<file path="config.mk">
export PLATFORM = sky130hd
export DESIGN_NAME = seg_scan_display
export DESIGN_NICKNAME = d
export VERILOG_FILES = /design/src/rtl/seg_scan_display_pkg.sv /design/src/rtl/hex7seg.sv /design/src/rtl/seg_scan_display.sv
export SDC_FILE = /design/constraint.sdc
export NUM_CORES = 1
export LEC_CHECK = 0
export ABC_CLOCK_PERIOD_IN_PS = 3500
export CORE_AREA = 4 4 110 112
export DETAILED_ROUTE_END_ITERATION = 10
export DIE_AREA = 0 0 114 116
export PLACE_DENSITY = 0.75
export SYNTH_ARGS = -nofsm -noshare
export SYNTH_HDL_FRONTEND = slang
export SYNTH_SLANG_ARGS = --single-unit
</file>
<file path="constraint.sdc">
create_clock -name clk -period 3.5 [get_ports clk]
set_input_delay 0.7 -clock clk [delete_from_list [all_inputs] [get_ports clk]]
set_output_delay 0.7 -clock clk [all_outputs]
set_load 0.01 [all_outputs]
</file>
<file path="src/rtl/seg_scan_display_pkg.sv">
// Shared constants for the multiplexed 7-segment scanner: active-low hex glyphs
// and the all-segments-off pattern.
package seg_scan_display_pkg;

    localparam logic [7:0] SEG_BLANK = 8'hFF;

    // Index = hex value, bits = g..a, active-low; b and d are lowercase
    localparam logic [6:0] GLYPHS [0:15] = '{
        7'h40, 7'h79, 7'h24, 7'h30,
        7'h19, 7'h12, 7'h02, 7'h78,
        7'h00, 7'h10, 7'h08, 7'h03,
        7'h46, 7'h21, 7'h06, 7'h0E
    };

endpackage

</file>
<file path="src/rtl/hex7seg.sv">
// Combinational hex nibble to active-low 7-segment glyph (g..a).
module hex7seg
    import seg_scan_display_pkg::*;
(
    input  logic [3:0] hex,
    output logic [6:0] seg_n_c
);

    assign seg_n_c = GLYPHS[hex];

endmodule

</file>
<file path="src/rtl/seg_scan_display.sv">
// Time-multiplexed 7-segment scanner: snapshots one hex channel per frame and
// drives one digit per prescaler slot with registered AN/SEG outputs.
module seg_scan_display
    import seg_scan_display_pkg::*;
#(
    parameter int unsigned NUM_DIGITS = 8,
    parameter int unsigned NUM_CH     = 4,
    parameter int unsigned CLK_DIV    = 50000,
    localparam int unsigned SEL_W     = (NUM_CH > 1) ? $clog2(NUM_CH) : 1
) (
    input  logic                           clk,
    input  logic                           rst,
    input  logic [NUM_CH*4*NUM_DIGITS-1:0] ch_data,
    input  logic [SEL_W-1:0]               ch_sel,
    input  logic                           blank_lead,
    input  logic                           freeze,
    input  logic [NUM_DIGITS-1:0]          dp_en,
    output logic [NUM_DIGITS-1:0]          AN,
    output logic [7:0]                     SEG,
    output logic                           frame_done
);

    localparam int unsigned VAL_W = 4 * NUM_DIGITS;
    localparam int unsigned IDX_W = (NUM_DIGITS > 1) ? $clog2(NUM_DIGITS) : 1;
    localparam int unsigned PRE_W = (CLK_DIV > 1) ? $clog2(CLK_DIV) : 1;
    localparam logic [IDX_W-1:0] IDX_LAST = IDX_W'(NUM_DIGITS - 1);
    localparam logic [PRE_W-1:0] PRE_LAST = PRE_W'(CLK_DIV - 1);

    logic [PRE_W-1:0]      presc_q, presc_d;
    logic [IDX_W-1:0]      idx_q, idx_d;
    logic [VAL_W-1:0]      snap_q, snap_d;
    logic [NUM_DIGITS-1:0] an_q, an_d;
    logic [7:0]            seg_q, seg_d;
    logic                  frame_done_q, frame_done_d;
    logic                  load_pend_q, load_pend_d;

    logic                  tick_c;
    logic                  load_c;
    logic [VAL_W-1:0]      chan_c;
    logic [NUM_DIGITS-1:0] lead_zero_c;
    logic                  zero_above_c;
    logic [3:0]            nibble_c;
    logic                  dp_c;
    logic                  lz_c;
    logic                  blank_c;
    logic [6:0]            glyph_c;

    // Slot timing; frame_done is registered one cycle early so it lands on the last tick
    always_comb begin
        tick_c       = (presc_q == PRE_LAST);
        presc_d      = tick_c ? '0 : presc_q + PRE_W'(1);
        idx_d        = idx_q;
        if (tick_c) begin
            idx_d = (idx_q == IDX_LAST) ? '0 : idx_q + IDX_W'(1);
        end
        frame_done_d = (presc_d == PRE_LAST) && (idx_d == IDX_LAST);
    end

    // Channel mux; unmatched selects fall through to zero
    always_comb begin
        chan_c = '0;
        for (int unsigned c = 0; c < NUM_CH; c++) begin
            if (ch_sel == SEL_W'(c)) begin
                chan_c = ch_data[c*VAL_W +: VAL_W];
            end
        end
    end

    always_comb begin
        load_pend_d = 1'b0;
        load_c      = load_pend_q | (frame_done_q & ~freeze);
        snap_d      = load_c ? chan_c : snap_q;
    end

    // lead_zero_c[i]: nibbles i..top of the snapshot being displayed are all zero
    always_comb begin
        lead_zero_c  = '0;
        zero_above_c = 1'b1;
        for (int i = int'(NUM_DIGITS) - 1; i >= 0; i--) begin
            zero_above_c   = zero_above_c & (snap_d[4*i +: 4] == 4'h0);
            lead_zero_c[i] = zero_above_c;
        end
    end

    always_comb begin
        nibble_c = '0;
        dp_c     = 1'b0;
        lz_c     = 1'b0;
        for (int unsigned i = 0; i < NUM_DIGITS; i++) begin
            if (idx_q == IDX_W'(i)) begin
                nibble_c = snap_d[4*i +: 4];
                dp_c     = dp_en[i];
                lz_c     = lead_zero_c[i];
            end
        end
    end

    hex7seg u_hex7seg (
        .hex     (nibble_c),
        .seg_n_c (glyph_c)
    );

    always_comb begin
        blank_c = blank_lead & lz_c & (idx_q != '0);
        an_d    = '1;
        for (int unsigned i = 0; i < NUM_DIGITS; i++) begin
            an_d[i] = blank_c | (idx_q != IDX_W'(i));
        end
        seg_d   = blank_c ? SEG_BLANK : {~dp_c, glyph_c};
    end

    always_ff @(posedge clk) begin
        if (rst) begin
            presc_q      <= '0;
            idx_q        <= '0;
            snap_q       <= '0;
            an_q         <= '1;
            seg_q        <= SEG_BLANK;
            frame_done_q <= 1'b0;
            load_pend_q  <= 1'b1;
        end else begin
            presc_q      <= presc_d;
            idx_q        <= idx_d;
            snap_q       <= snap_d;
            an_q         <= an_d;
            seg_q        <= seg_d;
            frame_done_q <= frame_done_d;
            load_pend_q  <= load_pend_d;
        end
    end

    assign AN         = an_q;
    assign SEG        = seg_q;
    assign frame_done = frame_done_q;

endmodule
</file>
### After elaboration in Yosys (flattened, before gate mapping)

Memory sizes are Yosys's and may differ from the RTL's. A register that Yosys moved wholly into a read port is not among the register bits.
Index checks and enable logic that the tools add are counted.

* bits in registers: 69
* latch bits: 0
* RAM bits: 0
* bits in read-only memories: 112
* input bits: 142
* logic and storage cells: 101
* memories kept: 1

Memories
* (no name shown): words 16, bits a word 7, rd ports 1, clocked after Yosys merged registers in 1, wr ports 0, line hex7seg.sv:9 `assign seg_n_c = GLYPHS[hex];`

* $add $sub $neg: 2
* $mul: 0
* div/mod/pow operators: 0
* $lt $le $gt $ge: 1
* eq/ne operators: 20
* shifts and indexed selects: 0
* muxes and demuxes: 35
* bitwise operators: 22
* reductions and logical operators: 13

Operator list (number)
* two-way mux 32 bit: 5
* == test 16 bit (second input constant): 2
* logical NOT 4 bit: 8
* two-way mux 4 bit: 8
* two-way mux 1 bit: 17
* adder 16 x 1 -> 16 bit (second input constant): 1
* two-way mux 16 bit: 1
* == test 3 bit (second input constant): 5
* two-way mux 7 bit: 2
* != test 3 bit (second input constant): 4
* bitwise AND 1 bit: 10
* OR 1 bit: 9
* == test 3 x 2 -> 1 bit (second input constant): 2
* two-way mux 3 bit: 2
* != test 3 x 2 -> 1 bit (second input constant): 2
* greater-or-equal comparator 5 bit (second input constant): 1
* inverter 4 -> 5 bit: 1
* == test 2 bit (second input constant): 2
* adder 3 x 1 -> 3 bit (second input constant): 1
* == test 3 x 1 -> 1 bit (second input constant): 1
* logical NOT 3 bit: 1
* != test 3 x 1 -> 1 bit (second input constant): 1
* nonzero test 3 bit: 1
* == test 2 x 1 -> 1 bit (second input constant): 1
* other kinds (4): 5

### Logic depth before layout (Yosys ltp)

* depth after elaboration: 25
* mapped depth: 14
* mapped depth without buffers: 13

### Modules after synthesis

A second synthesis with hierarchy kept.

* cells, all modules: 470
* area total of the unflattened synthesis: 4573.1 um2

By module, submodules not included
* seg_scan_display: times used 1, cells an instance 439, area an instance 4310.4 um2, sequential area each 1381.3 um2
* hex7seg: times used 1, cells an instance 31, area an instance 262.8 um2, sequential area each 0.0 um2

### Worst setup path after synthesis

Ideal clock, no wire load.

* path type: input-to-reg
* start: input port ch_sel[0]
* end: register seg_q[6] (netlist: SEG[6])
* library setup time: 122 ps
* arrival time: 3235 ps
* setup slack: 143 ps
* cell stages on the path: 12
* path through: buf_6 buf_6 mux4_2 mux2i_1 o22ai_1 a221o_1 a221oi_4 inv_1 ha_1 nand2_1 o21ai_0 a221o_1

* cells in the longest elaborated chain, start to end: 25
* elaborated cells on any way between the ends: 44
* classes of those cells: eq/ne: 3; mux: 21; bitwise: 10; reduce/logical: 10

Ends and longest elaborated chain
* start, declared: line seg_scan_display.sv:14 `input logic [SEL_W-1:0] ch_sel,`
* logical NOT 2 bit: line seg_scan_display.sv:63 `if (ch_sel == SEL_W'(c)) begin`
* two-way mux 32 bit (3 in series): line seg_scan_display.sv:63
* two-way mux 32 bit (*): line seg_scan_display.sv:63
* two-way mux 32 bit (*): line seg_scan_display.sv:72 `snap_d = load_c ? chan_c : snap_q;`
* logical NOT 4 bit: line seg_scan_display.sv:80 `zero_above_c = zero_above_c & (snap_d[4*i +: 4] == 4'h0);`
* bitwise AND 1 bit (7 in series): line seg_scan_display.sv:80
* two-way mux 1 bit (8 in series): line seg_scan_display.sv:90 `if (idx_q == IDX_W'(i)) begin`
* bitwise AND 1 bit (2 in series): line seg_scan_display.sv:104 `blank_c = blank_lead & lz_c & (idx_q != '0);`
* OR reduction 2 bit (no line)
* end, declared: line seg_scan_display.sv:33 `logic [7:0] seg_q, seg_d;`

Mark *: on every way between the ends. The rest lies on a longest branch, timed or not.
A chain may end at the register's enable or synchronous reset.

### Worst setup path after layout

* start: input port ch_sel[1]
* end: register seg_q[3] (netlist: SEG[3])

The elaborated chain is that of the path after synthesis.

==> out/metrics.cfg <==
[run_status]
outcome = completed

[power_and_ir_drop]
ir_drop_uv = 317
power.leakage_nw = 2.62
power_density_nw_per_um2 = 346

[floorplan]
die_area_um2 = 13200
ioPinCount = 159
chipWidth_um = 114
die_h_um = 116
core_um2 = 11200
fp-row-count = 39
initial_utilization_pct = 39.7

[clock_network]
clock_path_buffers = 2
clkTransAtPathRegs_ps = 60
cts_htree_levels = 3
root_buffer = clkbuf_16
cts_tree = yes
clock_latency_ps = 340
cts-hold-fix-buffers = 0
clock_sinks = 69
cts_buffers = 9
post_cts_buffers = 0

[worst_hold_path]
hold_depth = 1
hp-start = presc_q[0]
min_path_type = reg2reg
hold_end = presc_q[0]

[detailed_routing]
drc_errors = 0
drt-wirelength-per-cell_um = 18.6
via_per_inst = 5.48
vias = 4266
totalWireLength_um = 14500
drtIter0Drc = 300
ant_nets = 0
dr.pass1.iters = 6

[critical_path]
crit_family = compound AO/OA/AOI/OAI gates
path_cells = clkdlybuf4s50_1 -> buf_12 -> mux4_2 -> a21boi_0 -> a21o_1 -> o2bb2ai_1 -> a221o_1 -> a221oi_4 -> inv_1 -> buf_4 -> ha_1 -> mux2i_1 -> o211ai_1
worstSetupStartpointType = primary input
crit_type = in2reg
cp_slowest_cell = clkdlybuf4s50_1
r2r_end = SEG[0]
worst_ep_arrival_time_ps = 3520
r2r_start = idx_q[0]
reg2regPathDepth = 11
r2r_slack_ps = 360
cp-end-kind = flop
cp.required_ps = 3690
max_stage_delay_ps = 510
critPathBufInv = 4
crit_fanout = 11

[yosys]
yosys.area.top_type_share_pct = 31.0
avgSynthCellArea_um2 = 9.76
seq_area_frac_synth_pct = 31.0
syn-cell-area_um2 = 4450
synthArstFlopShare_pct = 0
synthTopCellsByArea = dfxtp_1, mux4_2, mux2i_1
synthCells = 456
yosysMostFrequentCell = dfxtp_1
synth_edf_count = 0
ys_ff_latch = 69
yosys.area.top_type = dfxtp_1
syn-num-nets = 611
yosys_warnings = 0
synth_cell_types = 66
ys.flop_type = dfxtp_1
yosys-top-cells-count = dfxtp_1, nor2_1, nand2_1

[final_layout]
n_antenna_cell = 0
regArea_um2 = 1380
drive_above_1_share_pct = 15.6
finalNetCount = 786
area_growth_pct = 50.1
fill_cells = 952
multi_input_area_um2 = 2830
postLayoutCellArea_um2 = 6680
fin_util_pct = 59.5

[global_routing]
grt_first_pass_wirelength_um = 22700
grt_pass1_vias = 4429
grt_overflow = 0
antenna_found_initial = 0
grtUsageTotal_pct = 21.8
grt_max_degree = 47

[placement]
dpl-instance-area_um2 = 6380
gp_congestion = 0.917
port_buffers = 158
post-dp-hpwl_um = 11600
post-place-ws_ps = -175

[run]
cap_violations = 0

[timing]
fin_crit_ps = 3340
relSlewSlack_pct = 64.4
fin_ws_ps = 164
finalCritPeriodShare_pct = 95.3
setup-tns-final_ps = 0
fin_worst_skew_ps = 10.8
setup_viol = 0
timing.fmax_mhz = 300
worst_slew_pin_slew_ps = 520
finalHoldViolCount = 0
maxSlewViolCount = 0

-- timing repair --
| item | in CTS | in global routing |
|---|---|---|
| gates resized for setup | 0 | 2 |
| hold endpoints to repair | 0 | 0 |
| setup endpoints to repair | 0 | 2 |
-- logic make-up (layout without fill, tap and decap cells) --
group / Yosys count / count (layout) / share of synthesized area, %
flip-flops: 69 / 69 / 31.0
multiplexers: 62 / 62 / 23.9
buffers and inverters: 48 / 228 / 5.43
XOR/XNOR: 14 / 14 / 2.76
AO/OA/AOI/OAI: 93 / 93 / 15.8
adder cells (fa/ha/maj): 13 / 13 / 3.65
AND/OR/NAND/NOR: 157 / 157 / 17.5
-- cells in the final DEF (no fill, tap or decap), types with 3 or more instances in the layout --
master | netlist | final
a221o_1 | 6 | 6
buf_4 | 0 | 31
clkbuf_16 | 0 | 9
o221ai_1 | 3 | 3
and2_1 | 5 | 5
o21ai_0 | 16 | 16
xnor2_1 | 8 | 8
a31oi_1 | 4 | 4
a21boi_0 | 8 | 8
and3_1 | 10 | 10
ha_1 | 13 | 12
a41oi_1 | 4 | 4
clkinv_4 | 0 | 3
nand3_1 | 12 | 12
a211oi_1 | 3 | 3
a21oi_1 | 8 | 8
nand4_1 | 6 | 6
mux4_1 | 7 | 6
or2_2 | 3 | 3
inv_1 | 16 | 16
nor2b_1 | 16 | 16
nand2_1 | 33 | 33
o211ai_1 | 7 | 7
mux2i_1 | 20 | 20
nor4_1 | 4 | 4
nand2b_1 | 5 | 5
mux2_2 | 9 | 9
a21o_1 | 4 | 4
xor2_1 | 6 | 6
clkdlybuf4s50_1 | 0 | 157
dfxtp_1 | 69 | 69
mux4_2 | 25 | 26
buf_12 | 1 | 6
o31ai_1 | 3 | 3
nor2_1 | 50 | 50
-- metal layers --
| metal | vias up | wire, um | share of wire [%] | GRT usage (%) |
|---|---|---|---|---|
| li1 | 2048 | - | - | - |
| met1 | 2032 | 5740 | 40 | 26.7 |
| met2 | 169 | 7490 | 52 | 39.2 |
| met3 | 17 | 1070 | 7.4 | 4.86 |
| met4 | 0 | 178 | 1.2 | 5.15 |
| met5 | - | 0 | 0 | 0 |
-- power by group --
group	total (W)	internal [W]	switching (W)
Clock	0.000913	0.000553	0.000359
Combinational	0.000556	0.000342	0.000213
Sequential	0.000846	0.000829	0.0000169
Total	0.00231	0.00172	0.000590
-- worst max path at each step --
| stage | startpoint | cells after the start | to | slack, ps |
|---|---|---|---|---|
| after floorplan | ch_sel[0] | 12 | SEG[6] | 140 |
| after detailed placement | ch_sel[1] | 13 | SEG[6] | -180 |
| after global routing | ch_sel[1] | 13 | SEG[3] | -0.2 |
| after global placement | ch_sel[1] | 13 | SEG[6] | -120 |
| final | ch_sel[1] | 13 | SEG[3] | 160 |
| after CTS | ch_sel[1] | 13 | SEG[6] | 180 |
-- state kept, by name, summed over array words and instances, names as in the netlist --
register     cells
SEG              8
AN               8
snap_q          32
load_pend_q      1
presc_q         16
frame_done       1
idx_q            3
-- cell type report --
class	instances	share of cell area, %
clock buffers	9	3.37
repair buffers	195	28.9
inverters	17	0.955
multi-input cells	339	42.3
well taps	143	2.68
clock inverters	7	1.14
flip-flops and latches	69	20.7
-- through the flow --
step	total power, W	cells	hold slack (ps)
after floorplan	0.00112	456	421
after global placement	0.00141	763	435
after detailed placement	0.00142	763	448
after CTS	0.00233	779	462
after global routing	0.00240	779	506
final	0.00231	779	454
Power figures use the tool's default switching activity.
